==> src/rtl/mouse_packet_receiver.sv <==
// PS/2 mouse receiver: synchronises the pins, decodes 11-bit frames and
// assembles 3-byte packets into one word with a single-cycle write strobe.
module mouse_packet_receiver #(
    parameter int TIMEOUT_CYCLES = 10000
) (
    input  logic        CLK,
    input  logic        RESET,
    input  logic        PS2_CLK,
    input  logic        PS2_DATA,
    output logic [31:0] MouseData,
    output logic        MouseEnable,
    output logic        FrameError,
    output logic [1:0]  ByteCount
);

    localparam int TW = (TIMEOUT_CYCLES > 2) ? $clog2(TIMEOUT_CYCLES) : 1;
    localparam logic [TW-1:0] TO_LAST = TW'(TIMEOUT_CYCLES - 1);

    typedef enum logic [1:0] {
        S_IDLE,
        S_DATA,
        S_PARITY,
        S_STOP
    } state_t;

    state_t        state_q;
    logic          pc_s1_q, pc_s2_q, pc_prev_q;
    logic          pd_s1_q, pd_s2_q;
    logic [2:0]    bit_q;
    logic [7:0]    shreg_q;
    logic          par_q;
    logic [TW-1:0] to_cnt_q;
    logic [1:0]    bcnt_q;
    logic [7:0]    byte0_q, byte1_q;
    logic [31:0]   data_q;
    logic          me_q, fe_q;

    logic fall_d, dbit_d, timeout_d, good_d;

    always_comb begin
        fall_d    = pc_prev_q & ~pc_s2_q;
        dbit_d    = pd_s2_q;
        timeout_d = (state_q != S_IDLE) && (to_cnt_q == TO_LAST);
        good_d    = dbit_d && (^{par_q, shreg_q});
    end

    always_ff @(posedge CLK or posedge RESET) begin
        if (RESET) begin
            state_q   <= S_IDLE;
            pc_s1_q   <= 1'b1;
            pc_s2_q   <= 1'b1;
            pc_prev_q <= 1'b1;
            pd_s1_q   <= 1'b1;
            pd_s2_q   <= 1'b1;
            bit_q     <= '0;
            shreg_q   <= '0;
            par_q     <= 1'b0;
            to_cnt_q  <= '0;
            bcnt_q    <= '0;
            byte0_q   <= '0;
            byte1_q   <= '0;
            data_q    <= '0;
            me_q      <= 1'b0;
            fe_q      <= 1'b0;
        end else begin
            pc_s1_q   <= PS2_CLK;
            pc_s2_q   <= pc_s1_q;
            pc_prev_q <= pc_s2_q;
            pd_s1_q   <= PS2_DATA;
            pd_s2_q   <= pd_s1_q;
            me_q      <= 1'b0;
            fe_q      <= 1'b0;

            if (fall_d || state_q == S_IDLE) begin
                to_cnt_q <= '0;
            end else begin
                to_cnt_q <= to_cnt_q + 1'b1;
            end

            // A falling edge takes priority over an expiring timeout
            if (fall_d) begin
                unique case (state_q)
                    S_IDLE: begin
                        if (!dbit_d) begin
                            state_q <= S_DATA;
                            bit_q   <= '0;
                        end else begin
                            fe_q   <= 1'b1;
                            bcnt_q <= '0;
                        end
                    end
                    S_DATA: begin
                        shreg_q <= {dbit_d, shreg_q[7:1]};
                        bit_q   <= bit_q + 1'b1;
                        if (bit_q == 3'd7) begin
                            state_q <= S_PARITY;
                        end
                    end
                    S_PARITY: begin
                        par_q   <= dbit_d;
                        state_q <= S_STOP;
                    end
                    S_STOP: begin
                        state_q <= S_IDLE;
                        if (good_d) begin
                            unique case (bcnt_q)
                                2'd0: begin
                                    // bit3 is always set in a status byte
                                    if (shreg_q[3]) begin
                                        byte0_q <= shreg_q;
                                        bcnt_q  <= 2'd1;
                                    end
                                end
                                2'd1: begin
                                    byte1_q <= shreg_q;
                                    bcnt_q  <= 2'd2;
                                end
                                default: begin
                                    data_q <= {8'h00, byte0_q, byte1_q, shreg_q};
                                    me_q   <= 1'b1;
                                    bcnt_q <= '0;
                                end
                            endcase
                        end else begin
                            fe_q   <= 1'b1;
                            bcnt_q <= '0;
                        end
                    end
                    default: state_q <= S_IDLE;
                endcase
            end else if (timeout_d) begin
                state_q <= S_IDLE;
                bcnt_q  <= '0;
                fe_q    <= 1'b1;
            end
        end
    end

    assign MouseData   = data_q;
    assign MouseEnable = me_q;
    assign FrameError  = fe_q;
    assign ByteCount   = bcnt_q;

endmodule
==> config.mk <==
export PLATFORM = sky130hd
export DESIGN_NAME = mouse_packet_receiver
export DESIGN_NICKNAME = d
export VERILOG_FILES = /design/src/rtl/mouse_packet_receiver.sv
export SDC_FILE = /design/constraint.sdc
export NUM_CORES = 1
export LEC_CHECK = 0
export CAP_MARGIN = 20
export CORE_MARGIN = 5
export CORE_UTILIZATION = 50
export CTS_CLUSTER_SIZE = 20
export DETAILED_ROUTE_END_ITERATION = 7
export PLACE_DENSITY = 0.72
export REMOVE_ABC_BUFFERS = 1
export SYNTH_ARGS = -nofsm -noshare
export SYNTH_HDL_FRONTEND = slang
export SYNTH_SLANG_ARGS = --single-unit
==> constraint.sdc <==
create_clock -name CLK -period 3.3 [get_ports CLK]
set_input_delay 0.66 -clock CLK [delete_from_list [all_inputs] [get_ports CLK]]
set_output_delay 0.66 -clock CLK [all_outputs]
set_load 0.02 [all_outputs]
# ---- Yosys cells after proc, flatten, opt, wreduce, memory -nomap -nowiden
# Index checks and enable logic that the tools add are counted.
# W data, S select, Z words.
dict set report word_totals {
  reg_bits 77
  word_cells 74
  output_inout_bits 36
  in_bits 4
}
dict set report classes {
  bitwise 3
  add_sub_neg 2
  n_eq_ne 12
  reduce_logical 18
  mux 23
}
# cell n
set ops {}
lappend ops {{$mux W2} 8}
lappend ops {{$add A14 B1 Y14 const B} 1}
lappend ops {{$eq A14 B14 Y1 const B} 1}
lappend ops {{$mux W14} 1}
lappend ops {{$reduce_and A4 Y1} 3}
lappend ops {{$ne A3 B3 Y1 const B} 3}
lappend ops {{$reduce_xor A9 Y1} 1}
lappend ops {{$mux W1} 8}
lappend ops {{$pmux W2 S2} 2}
lappend ops {{$pmux W2 S4} 1}
lappend ops {{$pmux W3 S2} 1}
lappend ops {{$reduce_and A3 Y1} 2}
lappend ops {{$reduce_bool A2 Y1} 3}
lappend ops {{$ne A5 B5 Y1 const B} 1}
lappend ops {{$reduce_and A5 Y1} 1}
lappend ops {{$eq A2 B1 Y1 const B} 2}
lappend ops {{$eq A2 B2 Y1 const B} 2}
lappend ops {{$logic_not A2 Y1} 2}
lappend ops {{$reduce_and A2 Y1} 2}
lappend ops {{$add A3 B1 Y3 const B} 1}
lappend ops {{$eq A3 B3 Y1 const B} 1}
lappend ops {{$mux W3} 1}
lappend ops {{$ne A3 B1 Y1 const B} 1}
lappend ops {{$logic_and A1 B1 Y1} 2}
lappend ops {{other kinds (6)} 7}

# ---- Depth between registers and ports, before layout
dict set report logic_depth {
  ltp_word 6
  mapped_depth 7
  depth_no_buf 6
}

# ---- Worst setup path before layout
# OpenSTA, ideal clock, no wires.
dict set report synth_timing {
  path_type {register to register}
  from {reg shreg_q[5]}
  to {reg data_q[10] (netlist: MouseData[10])}
  required_time_ps 3175
  path_buffers 1
  period_less_slack_ps 2014
  arrival_time_ps 1889
  slack_ps 1286
  setup_ps 125
  stages_incl_launch_ff 6
  path_cell_list {dfrtp_1 xor2_1 xnor3_2 mux2i_4 buf_6 mux2_2}
}
dict set report synth_between {
  elab_chain_len 3
}
# element line_no
set synth_lines {}
lappend synth_lines {{start, declared} 30} ;# logic [7:0] shreg_q;
lappend synth_lines {{start signal, assigned} 93} ;# shreg_q <= {dbit_d, shreg_q[7:1]};
lappend synth_lines {{$reduce_xor A9 Y1} 44} ;# good_d = dbit_d && (^{par_q, shreg_q});
lappend synth_lines {{$logic_and A1 B1 Y1} 44}
lappend synth_lines {{$reduce_and A4 Y1 (no line)} --}
lappend synth_lines {{end signal, assigned} 119} ;# data_q <= {8'h00, byte0_q, byte1_q, shreg_q};
lappend synth_lines {{end, declared} 35} ;# logic [31:0] data_q;
# No other way between the ends.
# A chain may end at the register's enable or synchronous reset.

# ---- Worst setup path in the final report
dict set report layout_timing {
  from {reg state_q[0]}
  to {reg bcnt_q[1] (netlist: ByteCount[1])}
}
dict set report layout_between {
  elab_chain_len 4
  word_cells_on_any_way 11
  cone_classes {4 x eq/ne; 2 x mux; 5 x reduce/logical}
}
# element line_no
set layout_lines {}
lappend layout_lines {{start, declared} 26} ;# state_t state_q;
lappend layout_lines {{start signal, assigned} 49} ;# state_q <= S_IDLE;
lappend layout_lines {{start signal, assigned} 85} ;# state_q <= S_DATA;
lappend layout_lines {{start signal, assigned} 96} ;# state_q <= S_PARITY;
lappend layout_lines {{parallel branches: the longest is 4 deep, another holds $ne A5 B5 Y1} --}
lappend layout_lines {{end signal, assigned} 59} ;# bcnt_q <= '0;
lappend layout_lines {{end signal, assigned} 89} ;# bcnt_q <= '0;
lappend layout_lines {{end signal, assigned} 111} ;# bcnt_q <= 2'd1;
lappend layout_lines {{end, declared} 33} ;# logic [1:0] bcnt_q;
# Parallel ways; which one is timed is not known.

==> results.cfg <==
[logic_synthesis]
yosys_warnings = 0
syn_avg_cell_area_um2 = 13.4
netlist_top_cells_count = dfrtp_1 (72), mux2_2 (50), nor2_1 (13)
synth_edf_count = 0
yosysMostFrequentCell = dfrtp_1
synthCells = 252
ys_seq_elements = 77
synth.distinct_cells = 40
synth_top_area_share_pct = 53.5
synth_largest_area_cell = dfrtp_1
synth-main-ff-cell = dfrtp_1
netlist_top_cells_area = dfrtp_1 (53%), mux2_2 (17%), dfstp_2 (3.9%), ha_1 (2.6%), xnor2_1 (2.3%)
synth_seq_area_share_pct = 57.3
async_reset_ff_share_pct = 100
netlist_area_um2 = 3370

[power_and_ir_drop]
p_comb_share_pct = 25.0
sw_frac_of_total_pct = 31.2
powerDensity_nw_per_um2 = 606
power_frac_clock_pct = 27.0
p_leak_nw = 1.83
peakVddDrop_mv = 0.403
fin_total_pwr_w = 0.00237
p_int_w = 0.00163
pwr-share-seq_pct = 47.9
p_switching_w = 0.000741

[sta]
finalSetupViolations = 0
fin_crit_ns = 2.21
rsz0062_at_grt = false
clock.fmax_ghz = 0.452
worstMarginPinSlew_ns = 0.717
tns_ns = 0
slew_headroom_pct = 51.7
post-route-period-util_pct = 67.0
hold_ws_ns = 0.363
hold_viol_final = 0
maxSlewViolCount = 0
skew_ns = 0.00664

[global_routing]
grt_overflow = 0
grt_util_all_layers_pct = 14.0
grt_pass1_vias = 1960
grt_pass1_wl_um = 9380
grt_max_degree = 51
antenna_found_initial = 0

[floorplan]
core-area_um2 = 6680
ioPinCount = 40
fp-row-count = 30
die_w_um = 92.1
fp.dieArea_um2 = 8480
die_y_um = 92.1
start_util_pct = 50.4

[clocking]
clkLatencyLatePin_ns = 0.34
path_clk_slew_ns = 0.08
cts_setup_buffers = 0
cts_buffer_depth = 2
clockRootBuffer = clkbuf_8
cts_max_level = 3
ctsResizeCount = 0
cts_tree = yes
numCtsBuffers = 9
cts_sinks = 77
hold_buffers = 0

[cells_and_area]
multiInputGateArea_um2 = 1340
final_cell_area_um2 = 3920
fin_nets = 299
drive_gt1_share_pct = 27.0
area_growth_pct = 16.2
fill_cells = 544
seq_area_um2 = 1930
diodes = 0

[place]
placedInstanceArea_um2 = 3730
hpwl_um = 3710
port_buffers = 31
globalplace.congestion = 0.745

[routing]
drt-initial-drc-count = 82
routed-via-count = 1988
drt-total-wl_um = 5510
via_per_inst = 5.33
ant_nets = 0
wl_per_cell_um = 14.8
firstDrtPassIters = 4
route.detailed.drc = 0

[job]
drv_cap = 0

[worst_setup_path]
cp.required_ns = 3.49
crit_path_top_delay_cell = nor4_1
worstPathMaxFanout = 14
arrival_ns = 2.40
crit_chain = inv_1 -> ha_1 -> or2_2 -> nor4_1 -> o21ai_0
start_kind = register
crit_type = register to register
critPathMaxStageDelay_ns = 0.64
cp-end-kind = register

[worst_hold_path]
hold_path.class = register to register

[run_status]
status = completed
[metal layers]
metal / up-vias / global-route usage [%] / wire, um
li1: 947 / - / -
met1: 991 / 17.1 / 2440
met2: 41 / 23.1 / 2750
met3: 9 / 4.68 / 242
met4: 0 / 5.20 / 69
met5: - / 0 / 0
[sequential cells by signal (all words and copies together), names as in the netlist]
signal       cells
to_cnt_q        14
ByteCount        2
dbit_d           1
byte1_q          8
byte0_q          8
bit_q            3
state_q          2
FrameError       1
MouseData       24
shreg_q          8
pc_prev_q        1
par_q            1
pc_s1_q          1
pc_s2_q          1
pd_s1_q          1
MouseEnable      1
[path summary, 6_finish.rpt]
| kind | from | to | slack, ns | cells after the start |
|---|---|---|---|---|
| setup / recovery | state_q[0] | ByteCount[1] | 1.09 | 5 |
| hold / removal | pc_s1_q | pc_s2_q | 0.36 | 0 |
| setup reg to reg | state_q[0] | ByteCount[1] | 1.09 | 5 |
| hold reg to reg | pc_s1_q | pc_s2_q | 0.36 | 0 |
| max in group asynchronous | RESET | pd_s1_q | 1.88 | 3 |
| min in group asynchronous | RESET | MouseData[22] | 0.70 | 2 |
[power by group through the flow]
stage	sequential, W	clock, W	combinational [W]
5_1_grt	0.00116	0.000707	0.000660
6_report	0.00114	0.000642	0.000594
4_1_cts	0.00114	0.000668	0.000601
3_3_place_gp	0.00115	0	0.000581
3_5_place_dp	0.00116	0	0.000597
2_1_floorplan	0.00113	0	0.000498
[cell usage in the layout (no fill, tap or decap), types with 7 or more instances in the layout]
master | netlist | routed
clkbuf_8 | 0 | 10
clkdlybuf4s50_1 | 0 | 31
conb_1 | 1 | 8
dfrtp_1 | 72 | 72
ha_1 | 7 | 7
mux2_2 | 50 | 50
nand2_1 | 12 | 12
nand3_1 | 8 | 8
nor2_1 | 13 | 13
xnor2_1 | 9 | 9
[per-stage QoR]
step,instances,worst slack [ns],utilization (%)
finish,373,1.09,58.6
global route,373,0.922,58.6
CTS,373,1.09,58.6
detailed placement,357,1.11,55.9
global placement,357,1.17,55.9
floorplan,244,0.682,-
[critical path: cells and delay by family, from the launching register on]
| family | cells | cell delay (ns) |
|---|---|---|
| flops | 1 | 0.40 |
| compound gates | 1 | 0.20 |
| buf+inv | 1 | 0.08 |
| simple gates | 2 | 1.09 |
| fa+ha+maj | 1 | 0.29 |
[layout make-up]
cell class	count	share of cell area, %
clock buffers	10	3.51
clock inverters	6	1.15
inverters	6	0.575
multi-input cells	161	34.2
flip-flops and latches	77	49.4
well taps	80	2.56
repair buffers	33	8.63
[cells by family (layout without fill, tap and decap cells)]
logic type | count (synthesis) | in the layout | share of synthesized area [%]
muxes | 53 | 53 | 18.3
AOI/OAI and AO/OA | 14 | 14 | 2.56
adders and majority gates | 7 | 7 | 2.60
DFF | 77 | 77 | 57.3
buffers and inverters | 21 | 55 | 3.67
xor gates and xnor gates | 17 | 17 | 5.72
other | 1 | 8 | 0.111
and+or+nand+nor | 62 | 62 | 9.73
No activity file was read; power rests on OpenSTA's default activity.
